File: config.mk
export PLATFORM = sky130hd
export DESIGN_NAME = conv1d_3rd_mac_engine
export DESIGN_NICKNAME = d
export VERILOG_FILES = /design/src/rtl/conv1d_3rd_mac_engine.sv
export SDC_FILE = /design/constraint.sdc
export NUM_CORES = 2
export LEC_CHECK = 0
export CORE_MARGIN = 2
export CORE_UTILIZATION = 30
export CTS_CLUSTER_DIAMETER = 50
export DETAILED_ROUTE_END_ITERATION = 10
export PLACE_DENSITY = 0.43
export REMOVE_ABC_BUFFERS = 1
export SYNTH_ARGS = -nofsm -noshare
export SYNTH_HDL_FRONTEND = slang
export SYNTH_SLANG_ARGS = --single-unit
File: constraint.sdc
create_clock -name CLK -period 15.2 [get_ports CLK]
set_clock_uncertainty 0.1 [all_clocks]
set_input_delay 3.04 -clock CLK [delete_from_list [all_inputs] [get_ports CLK]]
set_output_delay 3.04 -clock CLK [all_outputs]
set_load 0.01 [all_outputs]
File: src/rtl/conv1d_3rd_mac_engine.sv
// conv1d_3rd_mac_engine: one filter row of a 3-tap conv1d, MACs In_Depth channels per position; CONV1D_3RD_RELU_EN adds ReLU.
// Latency 1 + Out_Width*(In_Depth+2) cycles Start->Done; no backpressure, consumer takes every Result_Valid.
module conv1d_3rd_mac_engine #(
  parameter int Bit_width = 16,
  parameter int Frac_bits = 8,
  parameter int In_Depth  = 16,
  parameter int Out_Width = 126,
  parameter int Acc_width = 2*Bit_width+4
) (
  input  logic                 CLK,
  input  logic                 RST_N,
  input  logic                 Start,
  input  logic [Bit_width-1:0] Bias,
  output logic                 Busy,
  output logic                 Read_Enable,
  output logic [3:0]           Read_Depth,
  output logic [7:0]           Read_Width,
  input  logic [Bit_width-1:0] data_in_0,
  input  logic [Bit_width-1:0] data_in_1,
  input  logic [Bit_width-1:0] data_in_2,
  output logic                 Weight_Read_Enable,
  output logic [3:0]           Weight_Addr,
  input  logic [Bit_width-1:0] weight_0,
  input  logic [Bit_width-1:0] weight_1,
  input  logic [Bit_width-1:0] weight_2,
  output logic                 Result_Valid,
  output logic [7:0]           Result_Width,
  output logic [Bit_width-1:0] Result_Data,
  output logic                 Done
);

  localparam int Prod_width = 2*Bit_width;
  localparam logic [3:0] last_depth = 4'(In_Depth-1);
  localparam logic [7:0] last_pos   = 8'(Out_Width-1);
  localparam logic signed [Acc_width-1:0] acc_max = {1'b0, {(Acc_width-1){1'b1}}};
  localparam logic signed [Acc_width-1:0] acc_min = ~acc_max;
  localparam logic signed [Acc_width-1:0] res_max = {{(Acc_width-Bit_width+1){1'b0}}, {(Bit_width-1){1'b1}}};
  localparam logic signed [Acc_width-1:0] res_min = ~res_max;

  typedef enum logic [2:0] {IDLE, READ, DRAIN, EMIT, FINISH} state_t;

  state_t                       state, state_nxt;
  logic [3:0]                   depth_cnt;
  logic [7:0]                   pos_cnt;
  logic [Bit_width-1:0]         bias_q;
  logic                         acc_en;
  logic signed [Acc_width-1:0]  acc, acc_sum, acc_shift, mac;
  logic signed [Acc_width:0]    acc_wide;
  logic signed [Prod_width-1:0] prod_0, prod_1, prod_2;
  logic [Bit_width-1:0]         res_nxt, res_dat;
  logic [7:0]                   res_pos;

  function automatic logic signed [Acc_width-1:0] sext_prod(input logic signed [Prod_width-1:0] p);
    return {{(Acc_width-Prod_width){p[Prod_width-1]}}, p};
  endfunction

  function automatic logic signed [Acc_width-1:0] bias_acc(input logic [Bit_width-1:0] b);
    logic signed [Acc_width-1:0] t;
    t = {{(Acc_width-Bit_width){b[Bit_width-1]}}, b};
    return t <<< Frac_bits;
  endfunction

  assign prod_0   = $signed(data_in_0) * $signed(weight_0);
  assign prod_1   = $signed(data_in_1) * $signed(weight_1);
  assign prod_2   = $signed(data_in_2) * $signed(weight_2);
  assign mac      = sext_prod(prod_0) + sext_prod(prod_1) + sext_prod(prod_2);
  assign acc_wide = {acc[Acc_width-1], acc} + {mac[Acc_width-1], mac};

  // Accumulator clamps instead of wrapping so extreme rows still saturate the right way.
  always_comb begin
    acc_sum = acc_wide[Acc_width-1:0];
    if (acc_wide[Acc_width] != acc_wide[Acc_width-1])
      acc_sum = acc_wide[Acc_width] ? acc_min : acc_max;
  end

  assign acc_shift = acc_sum >>> Frac_bits;

  always_comb begin
    res_nxt = acc_shift[Bit_width-1:0];
    if (acc_shift > res_max)
      res_nxt = res_max[Bit_width-1:0];
    else if (acc_shift < res_min)
      res_nxt = res_min[Bit_width-1:0];
`ifdef CONV1D_3RD_RELU_EN
    if (res_nxt[Bit_width-1])
      res_nxt = '0;
`endif
  end

  always_comb begin
    state_nxt          = state;
    Busy               = 1'b0;
    Read_Enable        = 1'b0;
    Read_Depth         = '0;
    Read_Width         = '0;
    Result_Valid       = 1'b0;
    Done               = 1'b0;
    case (state)
      IDLE:   if (Start) state_nxt = READ;
      READ: begin
        Busy        = 1'b1;
        Read_Enable = 1'b1;
        Read_Depth  = depth_cnt;
        Read_Width  = pos_cnt;
        if (depth_cnt == last_depth) state_nxt = DRAIN;
      end
      DRAIN: begin
        Busy      = 1'b1;
        state_nxt = EMIT;
      end
      EMIT: begin
        Busy         = 1'b1;
        Result_Valid = 1'b1;
        state_nxt    = (pos_cnt == last_pos) ? FINISH : READ;
      end
      FINISH: begin
        Done      = 1'b1;
        state_nxt = IDLE;
      end
      default: state_nxt = IDLE;
    endcase
    Weight_Read_Enable = Read_Enable;
    Weight_Addr        = Read_Depth;
  end

  assign Result_Width = res_pos;
  assign Result_Data  = res_dat;

  always_ff @(posedge CLK or negedge RST_N) begin
    if (!RST_N) begin
      state     <= IDLE;
      depth_cnt <= '0;
      pos_cnt   <= '0;
      bias_q    <= '0;
      acc_en    <= 1'b0;
      acc       <= '0;
      res_dat   <= '0;
      res_pos   <= '0;
    end else begin
      state  <= state_nxt;
      acc_en <= (state == READ);
      if (acc_en) acc <= acc_sum;
      case (state)
        IDLE: if (Start) begin
          bias_q    <= Bias;
          pos_cnt   <= '0;
          depth_cnt <= '0;
          acc       <= bias_acc(Bias);
        end
        READ: depth_cnt <= (depth_cnt == last_depth) ? 4'd0 : depth_cnt + 4'd1;
        // Taps from the last read land this cycle, so capture the result from acc_sum.
        DRAIN: begin
          res_dat <= res_nxt;
          res_pos <= pos_cnt;
        end
        EMIT: if (pos_cnt != last_pos) begin
          pos_cnt <= pos_cnt + 8'd1;
          acc     <= bias_acc(bias_q);
        end
        default: ;
      endcase
    end
  end

endmodule

==> run summary <==
PortBufs = 159
post-CTS sizing = 0
Nets = 5189
Critical Path Sink Type = flop
CORE AREA = 0.1217 mm²
CP arrival = 12980 ps
I/O pin total = 160
sequential area share after synthesis = 0.06264
post-route ant nets = 0
Setup Fix Bufs, Post-CTS = 0
post-synthesis register bit count = 92
Root Driver = clkbuf_16
worst-margin pin slew = 1165 ps
Primary FF master, synth = dfrtp_1
layout cells sized above 1 = 0.02893
CTS sink cnt = 92
drc violations = 0
DRT Pass-1 Iters = 8
Worst Setup SP = weight_2[2]
H-tree depth = 3
clk buf depth = 2
GRT overflow = 0
Final Hold Viols = 0
WS Path Type = primary input to flop
number of global-route vias before repair = 28077
Slew Limit Fails = 0
RSZ-0062 raised after global routing = no
status = finished clean
Initial Util = 0.3019
Netlist Area Pre-Place = 0.03675 mm²
Initial DRC Count = 1014
Hold Path Origin = bias_q[13]$_DFFE_PN0P_
CP startpoint kind = primary input
first-pass GRT wire length = 168.7 mm
worst hold path type = flop to flop
final setup fails = 0
RePlAce Congestion = 0.8133
chip width = 354.0 µm
Crit Path Max Fanout = 16
diode count = 0
Worst-path clk slew = 70 ps
Synth area leaders = fa_1, inv_1, ha_1, and2_1, dfrtp_1
area grow syn2layout = 10.42%
routed wire length = 103.2 mm
Crit path required time = 15310 ps
Synth warnings = 0
pin count of the biggest net entering global routing = 58
Post-CTS Hold Buffers = 0
Die Y = 354.0 µm
HPWL after detailed placement = 94.47 mm
fin crit share = 0.8466
Setup TNS = 0 ps
drt wl/cell = 18.78 µm
cell taking the most area after synthesis = fa_1
Post-synth ARST share = 1.000
library cells used by synthesis = 71
initial antenna violation count = 0
fmax = 77.71 MHz
vias per cell = 4.394
Worst-Skew Late Latency = 360 ps
vias post-DR = 24147
number of enable flip-flop cells after synthesis = 0
Tot GR Track Use = 0.1736
syn avg cell area = 9.738 µm²
Tmin final = 12870 ps
Synth top area share = 0.5513
Slew HR = 0.2235
Mapped Cells = 3774
std cell rows = 128
CTS Buf Count = 9
TritonCTS clock tree = built
Critical R2R Launch = acc[10]$_DFF_PN0_
die area = 0.1253 mm²
total of max-cap violations = 0
logic make-up after synthesis:
| family | after synthesis | share of synthesized area |
|---|---|---|
| AO/OA/AOI/OAI | 216 | 0.03932 |
| XOR/XNOR | 44 | 0.01049 |
| adder cells (fa/ha/maj) | 1217 | 0.6204 |
| buffers and inverters | 1205 | 0.1240 |
| flip-flops | 92 | 0.06264 |
| multiplexers | 26 | 0.007932 |
| AND/OR/NAND/NOR | 974 | 0.1352 |
cell usage after synthesis (4+ instances only):
| master | n |
|---|---|
| nor2_1 | 73 |
| ha_1 | 196 |
| and2_1 | 381 |
| maj3_1 | 9 |
| clkbuf_1 | 120 |
| mux2_2 | 25 |
| nand3_1 | 13 |
| a21o_1 | 19 |
| nand2_1 | 389 |
| a211oi_1 | 5 |
| o21a_1 | 7 |
| xnor2_1 | 31 |
| o211ai_1 | 14 |
| a21oi_1 | 43 |
| and3_1 | 11 |
| a31oi_1 | 6 |
| nor2b_1 | 33 |
| inv_1 | 1071 |
| xor2_1 | 13 |
| nor3_1 | 9 |
| buf_2 | 6 |
| a222oi_1 | 15 |
| nand2b_1 | 21 |
| buf_4 | 5 |
| and4_1 | 4 |
| o21bai_1 | 5 |
| or3_1 | 18 |
| o21ai_0 | 45 |
| fa_1 | 1012 |
| dfrtp_1 | 92 |
| o21ai_1 | 12 |
| nand4_1 | 8 |
| o22ai_1 | 16 |
per-layer routing:
layer / up-vias / wire length, µm / GRT usage
met4: 0 / 1658 / 0.02839
met1: 12767 / 48960 / 0.2454
met5: - / 0 / 0
met2: 302 / 49940 / 0.2949
met3: 69 / 2632 / 0.01459
li1: 11009 / - / -
placed cells by master, fill, tap and decap left out, drive strengths merged, types with 19 or more instances in the layout:
cell type      Yosys  routed
fa              1012    1012
dfrtp             92      92
mux2              25      25
a21o              19      19
a21oi             44      44
xnor2             31      31
nand2            389     389
clkdlybuf4s50      0     158
nor2              73      73
o21ai             57      57
and2             382     382
buf               13      57
nor2b             33      33
nand2b            21      21
ha               196     196
inv             1071    1074
worst max-delay path: stages:
cell	delay (ps)
clkdlybuf4s50_1	910
nand2_1	220
fa_1	900
inv_1	270
fa_1	500
fa_1	500
inv_1	60
fa_1	530
inv_1	50
fa_1	480
fa_1	650
fa_1	480
fa_1	510
inv_1	50
fa_1	510
inv_1	50
ha_1	370
a21oi_2	300
o21ai_1	190
and4_1	230
or4_4	460
o31ai_4	320
xnor2_1	160
buf_4	230
a221o_1	240
and2_1	540
o221ai_1	210
through the flow:
| stage | cell area (µm²) | setup slack (ps) | hold WS [ps] | utilization | instances |
|---|---|---|---|---|---|
| 2_1_floorplan | 36210 | 3445 | 371.6 | - | 3640 |
| 3_3_place_gp | 40270 | 1899 | 387.6 | 0.3309 | 5480 |
| 3_5_place_dp | 40270 | 1812 | 389.9 | 0.3309 | 5480 |
| 4_1_cts | 40580 | 2159 | 404.0 | 0.3334 | 5496 |
| 5_1_grt | 40580 | 1776 | 423.2 | 0.3334 | 5496 |
| 6_report | 40580 | 2331 | 407.8 | 0.3334 | 5496 |
state kept, by name (all words and copies together) (netlist names):
name / flops
Result_Data: 16
acc_en: 1
state: 3
pos_cnt: 8
depth_cnt: 4
bias_q: 16
Result_Width: 8
acc: 36
path summary, 6_finish.rpt:
check,cells past startpoint,to,slack (ps)
worst max register to register,24,Result_Data[9]$_DFFE_PN0P_,6580
min in group asynchronous,1,bias_q[4]$_DFFE_PN0P_,2540
worst min register to register,2,acc[21]$_DFF_PN0_,410
worst min-delay path,2,acc[21]$_DFF_PN0_,410
worst max-delay path,27,acc[26]$_DFF_PN0_,2330
max in group asynchronous,2,Result_Data[15]$_DFFE_PN0P_,11280
final cells by class:
type | count | area (µm²)
tap | 1625 | 2033
inverter | 1071 | 4020
sequential | 92 | 2302
clock inverter | 7 | 83.83
fill | 12727 | 81140
timing repair buffer | 215 | 2009
multi-input combinational | 2477 | 29910
clock buffer | 9 | 225.2
Power is not shown: default switching activity piles up to over one toggle a cycle in this logic, so the estimate is an artifact.
